## src/rtl/step_grid_renderer_if.sv

```systemverilog
// step_grid_renderer_if
// Groups the frame handshake, the snapshot inputs and the pixel-plot outputs
// of the step grid renderer into one bundle.
//   master : the sequencer side. Drives start/autoRun, origin, pattern, beat
//            and select. Observes xOut/yOut/cOut/plot/busy/done.
//   slave  : the renderer side. Observes the inputs and drives the plot
//            outputs.
// NUM_ROWS/NUM_COLS/ROW_W/COL_W must match the renderer instance the bundle
// is connected to.
interface step_grid_renderer_if #(
    parameter int NUM_ROWS = 4,
    parameter int NUM_COLS = 16,
    parameter int ROW_W    = 2,
    parameter int COL_W    = 4
);
    logic                         start;
    logic                         autoRun;
    logic [7:0]                   xOrigin;
    logic [6:0]                   yOrigin;
    logic [NUM_ROWS*NUM_COLS-1:0] pattern;
    logic [COL_W-1:0]             beat;
    logic [ROW_W-1:0]             select;
    logic [7:0]                   xOut;
    logic [6:0]                   yOut;
    logic [2:0]                   cOut;
    logic                         plot;
    logic                         busy;
    logic                         done;

    modport master (
        output start, autoRun, xOrigin, yOrigin, pattern, beat, select,
        input  xOut, yOut, cOut, plot, busy, done
    );

    modport slave (
        input  start, autoRun, xOrigin, yOrigin, pattern, beat, select,
        output xOut, yOut, cOut, plot, busy, done
    );
endinterface

```

## src/rtl/step_grid_renderer.sv

```systemverilog
// step_grid_renderer
// Pixel-plot engine for the sequencer display. It draws one frame of
// NUM_ROWS rows. Each row is a 10-point glyph label followed by NUM_COLS step
// cells of CELL x CELL pixels. Pixels are written one per cycle into the VGA
// adapter's plot interface.
// Ports:
//   clk   : system clock, rising edge
//   reset : asynchronous, active-high
//   bus   : step_grid_renderer_if.slave
//           inputs : start, autoRun, xOrigin, yOrigin, pattern, beat, select
//           outputs: xOut, yOut, cOut, plot, busy, done
// All outputs are registered. Pixel k of a frame appears k+1 cycles after
// the edge that accepted the frame.
module step_grid_renderer #(
    parameter int NUM_ROWS  = 4,
    parameter int NUM_COLS  = 16,
    parameter int CELL      = 3,
    parameter int COL_PITCH = 8,
    parameter int ROW_PITCH = 20,
    parameter int LABEL_X   = 5,
    parameter int ROW_W     = 2,
    parameter int COL_W     = 4
) (
    input logic                 clk,
    input logic                 reset,
    step_grid_renderer_if.slave bus
);

    typedef enum logic [1:0] {IDLE, LABEL, CELLS, DONE} state_t;

    // Glyph point tables. Point p sits at bit p*2 (x) or p*3 (y), with point 0
    // in the least significant bits.
    localparam logic [19:0] GX_A = {2'd2, 2'd0, 2'd2, 2'd0, 2'd2, 2'd1, 2'd0, 2'd2, 2'd0, 2'd1};
    localparam logic [29:0] GY_A = {3'd4, 3'd4, 3'd3, 3'd3, 3'd2, 3'd2, 3'd2, 3'd1, 3'd1, 3'd0};
    localparam logic [19:0] GX_C = {2'd3, 2'd3, 2'd2, 2'd1, 2'd0, 2'd0, 2'd0, 2'd3, 2'd2, 2'd1};
    localparam logic [29:0] GY_C = {3'd3, 3'd4, 3'd4, 3'd4, 3'd3, 3'd2, 3'd1, 3'd0, 3'd0, 3'd0};
    localparam logic [19:0] GX_D = {2'd1, 2'd0, 2'd2, 2'd0, 2'd2, 2'd0, 2'd2, 2'd0, 2'd1, 2'd0};
    localparam logic [29:0] GY_D = {3'd4, 3'd4, 3'd3, 3'd3, 3'd2, 3'd2, 3'd1, 3'd1, 3'd0, 3'd0};
    localparam logic [19:0] GX_F = {2'd0, 2'd0, 2'd2, 2'd1, 2'd0, 2'd0, 2'd3, 2'd2, 2'd1, 2'd0};
    localparam logic [29:0] GY_F = {3'd4, 3'd3, 3'd2, 3'd2, 3'd2, 3'd1, 3'd0, 3'd0, 3'd0, 3'd0};

    state_t state_q, state_d;

    logic [2:0] row_q, row_d;
    logic [3:0] pt_q,  pt_d;
    logic [3:0] col_q, col_d;
    logic [2:0] px_q,  px_d;
    logic [2:0] py_q,  py_d;

    logic [NUM_ROWS*NUM_COLS-1:0] pattern_q, pattern_d;
    logic [COL_W-1:0]             beat_q,    beat_d;
    logic [ROW_W-1:0]             select_q,  select_d;
    logic [7:0]                   xOrg_q,    xOrg_d;
    logic [6:0]                   yOrg_q,    yOrg_d;

    logic [7:0] xOut_q, xOut_d;
    logic [6:0] yOut_q, yOut_d;
    logic [2:0] cOut_q, cOut_d;
    logic       plot_q, plot_d;
    logic       busy_q, busy_d;
    logic       done_q, done_d;

    logic [19:0]  gxTab;
    logic [29:0]  gyTab;
    logic [4:0]   gxIdx;
    logic [4:0]   gyIdx;
    logic [1:0]   gx;
    logic [2:0]   gy;
    logic [15:0]  rowBaseY;
    logic [127:0] patFull;
    logic [6:0]   patIdx;
    logic         patBit;
    logic         isSel;
    logic         isBeat;
    logic         interior;

    // Frame sequencing. Counters walk label points, then the cells of the same
    // row (column outer, py middle, px inner). Then they move to the next row
    // or finish. The snapshot registers load only on the edge that accepts a
    // frame, so later input changes cannot tear the frame being drawn.
    always_comb begin
        state_d   = state_q;
        row_d     = row_q;
        pt_d      = pt_q;
        col_d     = col_q;
        px_d      = px_q;
        py_d      = py_q;
        pattern_d = pattern_q;
        beat_d    = beat_q;
        select_d  = select_q;
        xOrg_d    = xOrg_q;
        yOrg_d    = yOrg_q;
        case (state_q)
            IDLE: begin
                if (bus.start || bus.autoRun) begin
                    state_d   = LABEL;
                    row_d     = '0;
                    pt_d      = '0;
                    col_d     = '0;
                    px_d      = '0;
                    py_d      = '0;
                    pattern_d = bus.pattern;
                    beat_d    = bus.beat;
                    select_d  = bus.select;
                    xOrg_d    = bus.xOrigin;
                    yOrg_d    = bus.yOrigin;
                end
            end
            LABEL: begin
                if (pt_q == 4'd9) begin
                    pt_d    = '0;
                    state_d = CELLS;
                end else begin
                    pt_d = pt_q + 4'd1;
                end
            end
            CELLS: begin
                if (px_q == 3'(CELL - 1)) begin
                    px_d = '0;
                    if (py_q == 3'(CELL - 1)) begin
                        py_d = '0;
                        if (col_q == 4'(NUM_COLS - 1)) begin
                            col_d = '0;
                            if (row_q == 3'(NUM_ROWS - 1)) begin
                                row_d   = '0;
                                state_d = DONE;
                            end else begin
                                row_d   = row_q + 3'd1;
                                state_d = LABEL;
                            end
                        end else begin
                            col_d = col_q + 4'd1;
                        end
                    end else begin
                        py_d = py_q + 3'd1;
                    end
                end else begin
                    px_d = px_q + 3'd1;
                end
            end
            DONE: begin
                state_d = IDLE;
            end
            default: begin
                state_d = IDLE;
            end
        endcase
    end

    // Pixel datapath. Coordinates are computed at 16 bits and then truncated.
    // This gives the silent mod-256 / mod-128 wrap with no clipping. Outside
    // the drawing states the coordinate and colour registers hold their values.
    always_comb begin
        case (row_q[1:0])
            2'd0:    begin gxTab = GX_A; gyTab = GY_A; end
            2'd1:    begin gxTab = GX_C; gyTab = GY_C; end
            2'd2:    begin gxTab = GX_D; gyTab = GY_D; end
            default: begin gxTab = GX_F; gyTab = GY_F; end
        endcase
        gxIdx    = {pt_q, 1'b0};
        gyIdx    = {1'b0, pt_q} + {pt_q, 1'b0};
        gx       = gxTab[gxIdx +: 2];
        gy       = gyTab[gyIdx +: 3];
        rowBaseY = 16'(yOrg_q) + 16'(row_q) * 16'(ROW_PITCH);
        patFull  = 128'(pattern_q);
        patIdx   = 7'(row_q) * 7'(NUM_COLS) + 7'(col_q);
        patBit   = patFull[patIdx];
        isSel    = (row_q == 3'(select_q));
        isBeat   = (col_q == 4'(beat_q));
        interior = (px_q != 3'd0) && (px_q != 3'(CELL - 1)) &&
                   (py_q != 3'd0) && (py_q != 3'(CELL - 1));

        xOut_d = xOut_q;
        yOut_d = yOut_q;
        cOut_d = cOut_q;
        plot_d = 1'b0;
        done_d = (state_q == DONE);
        busy_d = (state_q != IDLE);
        case (state_q)
            LABEL: begin
                xOut_d = 8'(16'(LABEL_X) + 16'(gx));
                yOut_d = 7'(rowBaseY + 16'(gy));
                cOut_d = isSel ? 3'b100 : 3'b111;
                plot_d = 1'b1;
            end
            CELLS: begin
                xOut_d = 8'(16'(xOrg_q) + 16'(col_q) * 16'(COL_PITCH) + 16'(px_q));
                yOut_d = 7'(rowBaseY + 16'(py_q));
                if (interior) begin
                    cOut_d = patBit ? 3'b001 : 3'b111;
                end else begin
                    cOut_d = isBeat ? 3'b110 : 3'b000;
                end
                plot_d = 1'b1;
            end
            default: begin
            end
        endcase
    end

    // State, counters, snapshot and output registers. Reset drops plot/busy
    // immediately, whatever the frame is doing.
    always_ff @(posedge clk or posedge reset) begin
        if (reset) begin
            state_q   <= IDLE;
            row_q     <= '0;
            pt_q      <= '0;
            col_q     <= '0;
            px_q      <= '0;
            py_q      <= '0;
            pattern_q <= '0;
            beat_q    <= '0;
            select_q  <= '0;
            xOrg_q    <= '0;
            yOrg_q    <= '0;
            xOut_q    <= '0;
            yOut_q    <= '0;
            cOut_q    <= '0;
            plot_q    <= 1'b0;
            busy_q    <= 1'b0;
            done_q    <= 1'b0;
        end else begin
            state_q   <= state_d;
            row_q     <= row_d;
            pt_q      <= pt_d;
            col_q     <= col_d;
            px_q      <= px_d;
            py_q      <= py_d;
            pattern_q <= pattern_d;
            beat_q    <= beat_d;
            select_q  <= select_d;
            xOrg_q    <= xOrg_d;
            yOrg_q    <= yOrg_d;
            xOut_q    <= xOut_d;
            yOut_q    <= yOut_d;
            cOut_q    <= cOut_d;
            plot_q    <= plot_d;
            busy_q    <= busy_d;
            done_q    <= done_d;
        end
    end

    assign bus.xOut = xOut_q;
    assign bus.yOut = yOut_q;
    assign bus.cOut = cOut_q;
    assign bus.plot = plot_q;
    assign bus.busy = busy_q;
    assign bus.done = done_q;

endmodule

```

## src/flat_wrapper.sv

```systemverilog
// flat-port wrapper written by rule: the top's interface ports become plain ports
module step_grid_renderer_flat 
#(
    parameter int NUM_ROWS  = 4,
    parameter int NUM_COLS  = 16,
    parameter int CELL      = 3,
    parameter int COL_PITCH = 8,
    parameter int ROW_PITCH = 20,
    parameter int LABEL_X   = 5,
    parameter int ROW_W     = 2,
    parameter int COL_W     = 4
)
  (clk, reset, bus_start, bus_autoRun, bus_xOrigin, bus_yOrigin, bus_pattern, bus_beat, bus_select, bus_xOut, bus_yOut, bus_cOut, bus_plot, bus_busy, bus_done);
  step_grid_renderer_if #(.NUM_ROWS(NUM_ROWS), .NUM_COLS(NUM_COLS), .ROW_W(ROW_W), .COL_W(COL_W)) bus_i ();
  input logic clk;
  input logic reset;
  input wire logic [$bits(bus_i.start)-1:0] bus_start;
  input wire logic [$bits(bus_i.autoRun)-1:0] bus_autoRun;
  input wire logic [$bits(bus_i.xOrigin)-1:0] bus_xOrigin;
  input wire logic [$bits(bus_i.yOrigin)-1:0] bus_yOrigin;
  input wire logic [$bits(bus_i.pattern)-1:0] bus_pattern;
  input wire logic [$bits(bus_i.beat)-1:0] bus_beat;
  input wire logic [$bits(bus_i.select)-1:0] bus_select;
  output wire logic [$bits(bus_i.xOut)-1:0] bus_xOut;
  output wire logic [$bits(bus_i.yOut)-1:0] bus_yOut;
  output wire logic [$bits(bus_i.cOut)-1:0] bus_cOut;
  output wire logic [$bits(bus_i.plot)-1:0] bus_plot;
  output wire logic [$bits(bus_i.busy)-1:0] bus_busy;
  output wire logic [$bits(bus_i.done)-1:0] bus_done;
  assign bus_i.start = bus_start;
  assign bus_i.autoRun = bus_autoRun;
  assign bus_i.xOrigin = bus_xOrigin;
  assign bus_i.yOrigin = bus_yOrigin;
  assign bus_i.pattern = bus_pattern;
  assign bus_i.beat = bus_beat;
  assign bus_i.select = bus_select;
  assign bus_xOut = bus_i.xOut;
  assign bus_yOut = bus_i.yOut;
  assign bus_cOut = bus_i.cOut;
  assign bus_plot = bus_i.plot;
  assign bus_busy = bus_i.busy;
  assign bus_done = bus_i.done;
  step_grid_renderer #(.NUM_ROWS(NUM_ROWS), .NUM_COLS(NUM_COLS), .CELL(CELL), .COL_PITCH(COL_PITCH), .ROW_PITCH(ROW_PITCH), .LABEL_X(LABEL_X), .ROW_W(ROW_W), .COL_W(COL_W)) u_core (.clk(clk), .reset(reset), .bus(bus_i));
endmodule
```

## config.mk

```make
export PLATFORM = sky130hd
export DESIGN_NAME = step_grid_renderer_flat
export DESIGN_NICKNAME = d
export VERILOG_FILES = /design/src/rtl/step_grid_renderer_if.sv /design/src/rtl/step_grid_renderer.sv /design/src/flat_wrapper.sv
export SDC_FILE = /design/constraint.sdc
export NUM_CORES = 1
export LEC_CHECK = 0
export BUFFER_PORTS_ARGS = -buffer_cell sky130_fd_sc_hd__buf_2
export CAP_MARGIN = 20
export CORE_MARGIN = 2
export CORE_UTILIZATION = 58
export CTS_CLUSTER_SIZE = 16
export DETAILED_ROUTE_END_ITERATION = 8
export PLACE_DENSITY = 0.86
export SLEW_MARGIN = 20
export SYNTH_ARGS = -nofsm -noshare
export SYNTH_HDL_FRONTEND = slang
export SYNTH_SLANG_ARGS = --single-unit
```

## constraint.sdc

```tcl
create_clock -name clk -period 4.69 [get_ports clk]
set_input_delay 0.7035 -clock clk [delete_from_list [all_inputs] [get_ports clk]]
set_output_delay 0.7035 -clock clk [all_outputs]
set_load 0.05 [all_outputs]
```

Word level (Yosys, flattened, before mapping)
Cells that the tools add are included.
Storage, ports and cells
  flip-flop bits (word level): 125
  input bits: 89
  output and inout port bits: 21
Operators by class
  magnitude comparators: 1
  mux-type cells: 37
  $add $sub $neg: 13
  reductions and logical operators: 20
  multiply operators: 1
  shifts and indexed selects: 2
  equal/unequal tests: 19
Operator list (count)
  $pmux W30 S3: 1
  $pmux W20 S3: 1
  $mux W3: 11
  $shiftx A30 B6 Y3: 1
  $pmux W3 S2: 4
  $mux W4: 5
  $shiftx A20 B6 Y2: 1
  $pmux W4 S2: 2
  $pmux W8 S2: 1
  $add A7 B3 Y7: 2
  $mux W2: 7
  $pmux W7 S2: 1
  $ne A2 B1 Y1 const B: 5
  $reduce_and A5 Y1: 2
  $add A3 B1 Y3 const B: 3
  $eq A3 B2 Y1 const B: 3
  $add A4 B1 Y4 const B: 2
  $add A8 B3 Y8: 1
  $add A8 B7 Y8: 1
  $eq A4 B4 Y1 const B: 2
  $lt A7 B8 Y1 const B: 1
  $pmux W2 S4: 1
  $reduce_bool A2 Y1: 4
  $add A7 B4 Y7: 1
  19 further kinds: 30

Longest topological paths before layout
Gate-level depths: netlist of the first run.
  depth in word-level cells: 6
  gate-level depth with buffers: 18
  mapped depth without buffers: 16

Worst setup path after synthesis of the first run
OpenSTA, ideal clock, no wires.
  path kind: reg-to-reg
  start: reg u_core.pt_q[1]
  end: reg u_core.yOut_q[6] (netlist: u_core.bus.yOut[6])
  period minus slack after synthesis: 3757 ps
  library setup time: 137 ps
  cell stages (with the launch flop): 18
  path buffers: 2
  data required time: 4553 ps
  data arrival time: 3621 ps
  path slack: 933 ps
  cell sequence: dfrtp_1 ha_1 fa_1 clkbuf_1 clkbuf_1 nand3_1 a211oi_1 a311oi_1 a211oi_1 a21o_1 ha_1 inv_1 fa_1 nor2b_1 o21ai_0 nand3b_1 xnor2_1 a21oi_1
On the way
  word-level cells in the longest chain between the ends: 4
RTL lines
  start: declaration: RTL line step_grid_renderer.sv:45  | logic [3:0] pt_q, pt_d;
  start signal: assignment: RTL line step_grid_renderer.sv:225  | pt_q <= pt_d;
  $add A4 B5 Y5: RTL line step_grid_renderer.sv:161  | gyIdx = {1'b0, pt_q} + {pt_q, 1'b0};
  $shiftx A30 B6 Y3: RTL line step_grid_renderer.sv:163  | gy = gyTab[gyIdx +: 3];
  $add A7 B3 Y7: RTL line step_grid_renderer.sv:182  | yOut_d = 7'(rowBaseY + 16'(gy));
  $pmux W7 S2: RTL line step_grid_renderer.sv:179  | case (state_q)
  end signal: assignment: RTL line step_grid_renderer.sv:235  | yOut_q <= yOut_d;
  end: declaration: RTL line step_grid_renderer.sv:57  | logic [6:0] yOut_q, yOut_d;
Every way passes these cells.
A chain may end at the register's enable or synchronous reset.

Worst setup path after layout of the first run
Same ends and word-level chain as after synthesis.

==> impl_results.md, run 1 <==
* Final Hold Fails at 0
* Async SR Flop Fraction at 100%
* Commonest cells after routing, fill and taps aside: 125 x dfrtp_1, 109 x buf_2, 92 x mux2_2
* Drt first pass iters at 5
* Arrival @ worst endpoint at 4.38 ns
* Synthesized area per cell at 11.5 um^2
* ANT cells at 0
* RSZ-0062 raised after global routing: no
* DRC viols at 0
* Netlist cell types at 66
* Die ar. at 13400 um^2
* Post-CTS Setup Inserts at 0
* Placed cell count at 878
* CP max FO at 11
* Core area at 12100 um^2
* Global placement routability congestion at 0.901
* Initial core utilization at 59.8%
* GR Util met2 at 48.0%
* Hold Buf Count CTS at 0
* Detail Placement HPWL at 11800 um
* Kind of critical path: flip-flop to flip-flop
* Leakage power at 3.82 nW
* Avg WL per Cell at 19.2 um
* Critical Path Max Stage Delay at 0.60 ns
* Max Freq at 0.243 GHz
* Crit path time final at 4.11 ns
* Width of the die at 116 um
* Total power at 7.05 mW
* Vias in the first global route at 5715
* Crit. End Element: flip-flop
* Die H at 116 um
* Fin. max-slew vios at 0
* Worst path cell trace: ha_1 -> fa_1 -> buf_4 -> nor2b_1 -> nand2_1 -> a211oi_1 -> a311oi_1 -> a211oi_1 -> a21o_1 -> ha_1 -> inv_1 -> fa_1 -> nor2b_1 -> o21ai_0 -> nand3b_1 -> xnor2_1 -> a21oi_1
* Layout cell share with drive strength beyond 1 at 37.4%
* Post-Layout Cell Count at 911
* Power per cell area at 825 nW/um^2
* H-tree Lvls at 4
* Row cnt at 40
* Buffers added on ports at 109
* ANT nets after route at 0
* Ys flop type: dfrtp_1
* Measured slew at the worst slew-check pin at 1.07 ns
* Nets@finish at 857
* Period utilization at 87.6%
* First-pass GRT wire length at 28500 um
* Final setup margin at 0.581 ns
* Met1 usage at 33.3%
* Number of synthesized flops with an enable pin at 0
* Worst R2R Start: u_core.pt_q[1]$_DFFE_PP0P_
* Syn_nets at 758
* Setup WS pre-CTS at 0.656 ns
* Setup TNS at 0 ns
* Slowest CP cell: fa_1
* I/O pins at 110
* Met3 global-route usage at 8.37%
* Commonest non-fill, non-tap cell in the layout: dfrtp_1
* Via count at 5433
* Worst vdd ir at 0.467 mV
* Clock sink count at 125
* Worst setup SP type: flip-flop
* Sequential area share after synthesis at 43.2%
* Worst skew pair latency at 0.42 ns
* Fin Hold WS at 0.382 ns
* Most Crowded Layer GR: met2
* Vias per cell at 5.96
* Crit. Startpoint: u_core.pt_q[1]$_DFFE_PP0P_
* Rel. slew slack at 28.8%
* Routed wire length at 17500 um
* Post-CTS sizing at 0
* Critical Path RT at 4.96 ns
* Setup Viol. Count Final at 0
* Hold Crit Class: input port to asynchronous set/reset pin
* Flop-to-flop setup slack at 0.58 ns
* Synthesis Warnings at 0
* Iter 0 DRT Violations at 435
* GRT Overall Usage at 27.7%
* Synthesized instance count at 631
* Gr ovfl total at 0
* Area grow syn2layout at 17.9%
* Status: finished clean
* Total CTS buffers at 17
* Worst-path clk slew at 0.06 ns
* CTS tree: done
* Clock Skew at 0.00848 ns
* Synth Register Bits at 125
* CTS max path bufs at 2
* Largest net degree at the start of global routing at 55
* Initial antenna violation count at 0
* Synth Cell Area at 7240 um^2
* Max_cap viols at 0
* CTS root buf: clkbuf_16
## cells in the mapped netlist (5+ instances only)
cell type	instances	area, um^2
xor2_1	8	70.1
ha_1	34	425
xnor2_1	14	123
buf_1	8	30.0
buf_2	10	50.1
nor3_1	7	35.0
nor2_1	24	90.1
o21ai_0	39	195
nand2_1	31	116
mux2_2	92	1040
dfrtp_1	125	3130
mux2i_1	20	200
mux4_2	17	383
nand2b_1	7	43.8
nand3_1	12	60.1
o211ai_1	9	67.6
inv_1	22	82.6
or3_1	5	31.3
a21oi_1	34	170
a31oi_1	5	31.3
clkbuf_1	17	63.8
a21o_1	5	37.5
nor2b_1	11	68.8
## cell type report
type	count	area, um^2
Clock buffer	20	457
Sequential cell	125	3130
Multi-Input combinational cell	444	3870
Clock inverter	12	138
Fill cell	844	3570
Tap cell	168	210
Inverter	24	92.6
Timing Repair Buffer	118	646
## through the flow
step / utilization (%) / instance area, um^2
3_5_place_dp: 65.4 / 7920
2_1_floorplan: - / 7240
3_3_place_gp: 65.4 / 7920
6_report: 70.5 / 8540
5_1_grt: 70.5 / 8540
4_1_cts: 70.3 / 8510
## path summary, 6_finish.rpt
check | end | cells after the start
worst max-delay path | u_core.bus.yOut[6]$_DFFE_PP0P_ | 17
worst min-delay path | u_core.bus.xOut[4]$_DFFE_PP0P_ | 2
worst max register to register | u_core.bus.yOut[6]$_DFFE_PP0P_ | 17
worst min register to register | u_core.bus.xOut[0]$_DFFE_PP0P_ | 1
max in group asynchronous | u_core.bus.yOut[1]$_DFFE_PP0P_ | 3
min in group clk | u_core.bus.xOut[0]$_DFFE_PP0P_ | 1
## state kept, by name (all words and copies together), names as in the netlist
signal	flops
u_core.bus.busy	1
u_core.pt_q	4
u_core.select_q	2
u_core.row_q	3
u_core.bus.xOut	8
u_core.bus.plot	1
u_core.py_q	3
u_core.state_q	2
u_core.xOrg_q	8
u_core.pattern_q	64
u_core.bus.done	1
u_core.yOrg_q	7
u_core.px_q	3
u_core.bus.cOut	3
u_core.col_q	4
u_core.bus.yOut	7
u_core.beat_q	4
## layer usage
metal	vias to the layer above	wire length, um	share of wire, %
li1	2504	-	-
met3	46	1330	7.6
met2	235	8900	51
met5	-	0	0
met1	2648	6810	39
met4	0	461	2.6
## logic make-up (layout without fill, tap and decap cells)
| group | Yosys count | after routing | synth area share (%) |
|---|---|---|---|
| AOI/OAI and AO/OA | 139 | 139 | 12.7 |
| and+or+nand+nor | 115 | 115 | 8.40 |
| muxes | 130 | 130 | 22.6 |
| DFF | 125 | 125 | 43.2 |
| adders and majority gates | 38 | 38 | 6.98 |
| xor gates and xnor gates | 22 | 22 | 2.66 |
| buffers and inverters | 62 | 174 | 3.54 |
## worst max-delay path, delay by kind of cell (launching register included)
family / cells / cell delay (ns)
compound gates: 6 / 0.89
xor+xnor: 1 / 0.16
fa+ha+maj: 4 / 1.44
buf+inv: 2 / 0.30
flops: 1 / 0.49
simple gates: 4 / 0.67
## power breakdown
group | leakage [nW] | internal (mW) | switching (mW)
Combinational | 2.03 | 1.72 | 1.97
Sequential | 1.50 | 1.61 | 0.431
Clock | 0.287 | 0.813 | 0.503
Total | 3.82 | 4.15 | 2.90
No activity file was read; power rests on OpenSTA's default activity.
==> run 2: changes to the inputs <==
--- a/config.mk
+++ b/config.mk
@@ -7,6 +7,7 @@
 export LEC_CHECK = 0
 export BUFFER_PORTS_ARGS = -buffer_cell sky130_fd_sc_hd__buf_2
 export CAP_MARGIN = 20
+export CORE_ASPECT_RATIO = 1.5
 export CORE_MARGIN = 2
 export CORE_UTILIZATION = 58
 export CTS_CLUSTER_SIZE = 16
==> impl_results.md, run 2 (synthesis results as in run 1) <==
* Status: finished clean
* Post-CTS Setup Inserts at 0 (unchanged)
* CTS root buf: clkbuf_16
* Worst setup SP type: flip-flop
* First-pass GRT wire length at 29000 um (+2.0%)
* Via count at 5569 (+2.5%)
* Worst R2R Start: u_core.pt_q[1]$_DFFE_PP0P_
* Commonest cells after routing, fill and taps aside: 124 x dfrtp_1, 109 x buf_2, 92 x mux2_2
* Largest net degree at the start of global routing at 65 (+18%)
* Fin. max-slew vios at 0 (unchanged)
* Max Freq at 0.242 GHz (-0.75%)
* Hold Crit Class: input port to asynchronous set/reset pin
* CTS tree: done
* Arrival @ worst endpoint at 4.48 ns (+0.10 ns)
* Period utilization at 88.3% (+0.66 points)
* Measured slew at the worst slew-check pin at 0.956 ns (-0.112 ns)
* Crit path time final at 4.14 ns (+0.0309 ns)
* Setup Viol. Count Final at 0 (unchanged)
* Flop-to-flop setup slack at 0.55 ns (-0.03 ns)
* Finished Cell Area at 8490 um^2 (-0.59%)
* Avg WL per Cell at 19.9 um (+3.4%)
* Register area at 3130 um^2 (about the same)
* Die ar. at 13400 um^2 (+0.14%)
* Total CTS buffers at 17 (unchanged)
* Rel. slew slack at 36.0% (+7.2 points)
* Setup WS pre-CTS at 0.588 ns (-0.0685 ns)
* GRT Overall Usage at 28.3% (+0.58 points)
* Power per cell area at 831 nW/um^2 (+0.76%)
* Final setup margin at 0.550 ns (-0.0309 ns)
* Gr ovfl total at 0 (unchanged)
* P_sw at 2.96 mW (+2.1%)
* Crit. Startpoint: u_core.pt_q[1]$_DFFE_PP0P_
* H-tree Lvls at 4 (unchanged)
* CP Capture Point: u_core.bus.yOut[6]$_DFFE_PP0P_
* I/O pins at 110 (unchanged)
* Hold Buf Count CTS at 0 (unchanged)
* Crit. End Element: flip-flop
* Sequential Power Share at 28.6% (-0.3 points)
* Width of the die at 95.2 um (-18%)
* Worst skew pair latency at 0.42 ns (about the same)
* Die H at 141 um (+22%)
* Sw Share at 41.9% (+0.79 points)
* ANT cells at 0 (unchanged)
* Leakage power at 3.80 nW (-0.30%)
* Setup TNS at 0 ns (unchanged)
* Internal Power at 4.10 mW (-1.2%)
* CTS max path bufs at 2 (unchanged)
* Fillers at 826 (-2.1%)
* Routed wire length at 17900 um (+2.2%)
* Clock power frac at 18.6% (about the same)
* Vias in the first global route at 5926 (+3.7%)
* Worst vdd ir at 0.515 mV (+10%)
* Final Hold Fails at 0 (unchanged)
* Initial core utilization at 58.8% (-1.0 points)
* Iter 0 DRT Violations at 300 (-31%)
* ANT nets after route at 0 (unchanged)
* CP max FO at 14 (+3)
* RSZ-0062 raised after global routing: no
* Max_cap viols at 0 (unchanged)
* Fin Hold WS at 0.433 ns (+0.0513 ns)
* Area occupied by multi-input gates at 3870 um^2 (about the same)
* Global placement routability congestion at 0.904 (+0.31%)
* Vias per cell at 6.19 (+3.8%)
* Post-CTS sizing at 0 (unchanged)
* Layout cell share with drive strength beyond 1 at 37.6% (+0.22 points)
* Worst path cell trace: ha_1 -> fa_1 -> buf_4 -> nor2b_1 -> nand2_1 -> a211oi_1 -> a311oi_1 -> a211oi_1 -> a21o_1 -> ha_1 -> inv_1 -> fa_1 -> nor2b_1 -> o21ai_0 -> nand3b_1 -> xnor2_1 -> a21oi_1
* Comb pwr share at 52.9% (+0.5 points)
* Row cnt at 50 (+25%)
* Core area at 12300 um^2 (+1.8%)
* Critical Path RT at 5.03 ns (+0.07 ns)
* R2r endpoint: u_core.bus.yOut[6]$_DFFE_PP0P_
* Worst-path clk slew at 0.06 ns (about the same)
* Area grow syn2layout at 17.3%
* Initial antenna violation count at 0 (unchanged)
* Detail Placement HPWL at 12100 um (+2.5%)
* Clock Skew at 0.00701 ns (-0.00147 ns)
* Slowest CP cell: fa_1
* Most flop-heavy register: u_core.pattern_q
* Max reg flops at 64 (unchanged)
* Drt first pass iters at 5 (unchanged)
* Total power at 7.06 mW (+0.17%)
* Clock sink count at 125 (unchanged)
* Buffers added on ports at 109 (unchanged)
* R2R cell count at 17 (unchanged)
* Kind of critical path: flip-flop to flip-flop
* DRC viols at 0 (unchanged)
* Nets@finish at 858 (+0.12%)
* Commonest non-fill, non-tap cell in the layout: dfrtp_1
* Critical Path Max Stage Delay at 0.61 ns (about the same)
* Placed instance area at 7910 um^2 (-0.16%)
-- run 2: cell type report --
| cell class | count | area share, % |
|---|---|---|
| clock buffers | 17 | 5.01 |
| clock inverters | 15 | 1.89 |
| inverters | 24 | 1.09 |
| multi-input cells | 444 | 45.6 |
| flip-flops and latches | 125 | 36.8 |
| well taps | 156 | 2.30 |
| repair buffers | 119 | 7.31 |
-- run 2: metal layers --
layer	global-route usage, %	share of wire (%)	vias to the layer above	wire, um
li1	-	-	2501	-
met1	32.4	36	2771	6490
met2	48.0	52	228	9340
met3	5.72	5.7	69	1030
met4	16.7	5.7	0	1020
met5	0	0	-	0
-- run 2: worst max-delay path, delay by kind of cell (launching register included) --
kind / cells / cell delay [ns]
fa+ha+maj: 4 / 1.47
flops: 1 / 0.50
buf+inv: 2 / 0.31
simple gates: 4 / 0.67
xor+xnor: 1 / 0.14
compound gates: 6 / 0.98
-- run 2: worst min-delay path by stage --
stage	startpoint	cells after the start	end
after floorplan	u_core.pattern_q[62]$_DFFE_PP0P_	1	u_core.pattern_q[62]$_DFFE_PP0P_
after global placement	u_core.bus.xOut[0]$_DFFE_PP0P_	1	u_core.bus.xOut[0]$_DFFE_PP0P_
after detailed placement	u_core.bus.xOut[0]$_DFFE_PP0P_	1	u_core.bus.xOut[0]$_DFFE_PP0P_
after CTS	reset	2	u_core.pattern_q[17]$_DFFE_PP0P_
after global routing	reset	2	u_core.pattern_q[20]$_DFFE_PP0P_
final	reset	2	u_core.xOrg_q[4]$_DFFE_PP0P_
-- run 2: power groups by stage --
| stage | Sequential [mW] | Clock (mW) | Combinational, mW |
|---|---|---|---|
| after floorplan | 2.14 | 0 | 2.68 |
| after global placement | 1.96 | 0 | 3.51 |
| after detailed placement | 2.01 | 0 | 3.64 |
| after CTS | 2.00 | 1.32 | 3.72 |
| after global routing | 2.07 | 1.36 | 4.05 |
| final | 2.02 | 1.31 | 3.73 |
-- run 2: metrics by stage --
stage	utilization, %	instances
after floorplan	-	631
after global placement	64.2	868
after detailed placement	64.2	868
after CTS	68.9	900
after global routing	68.9	900
final	68.9	900
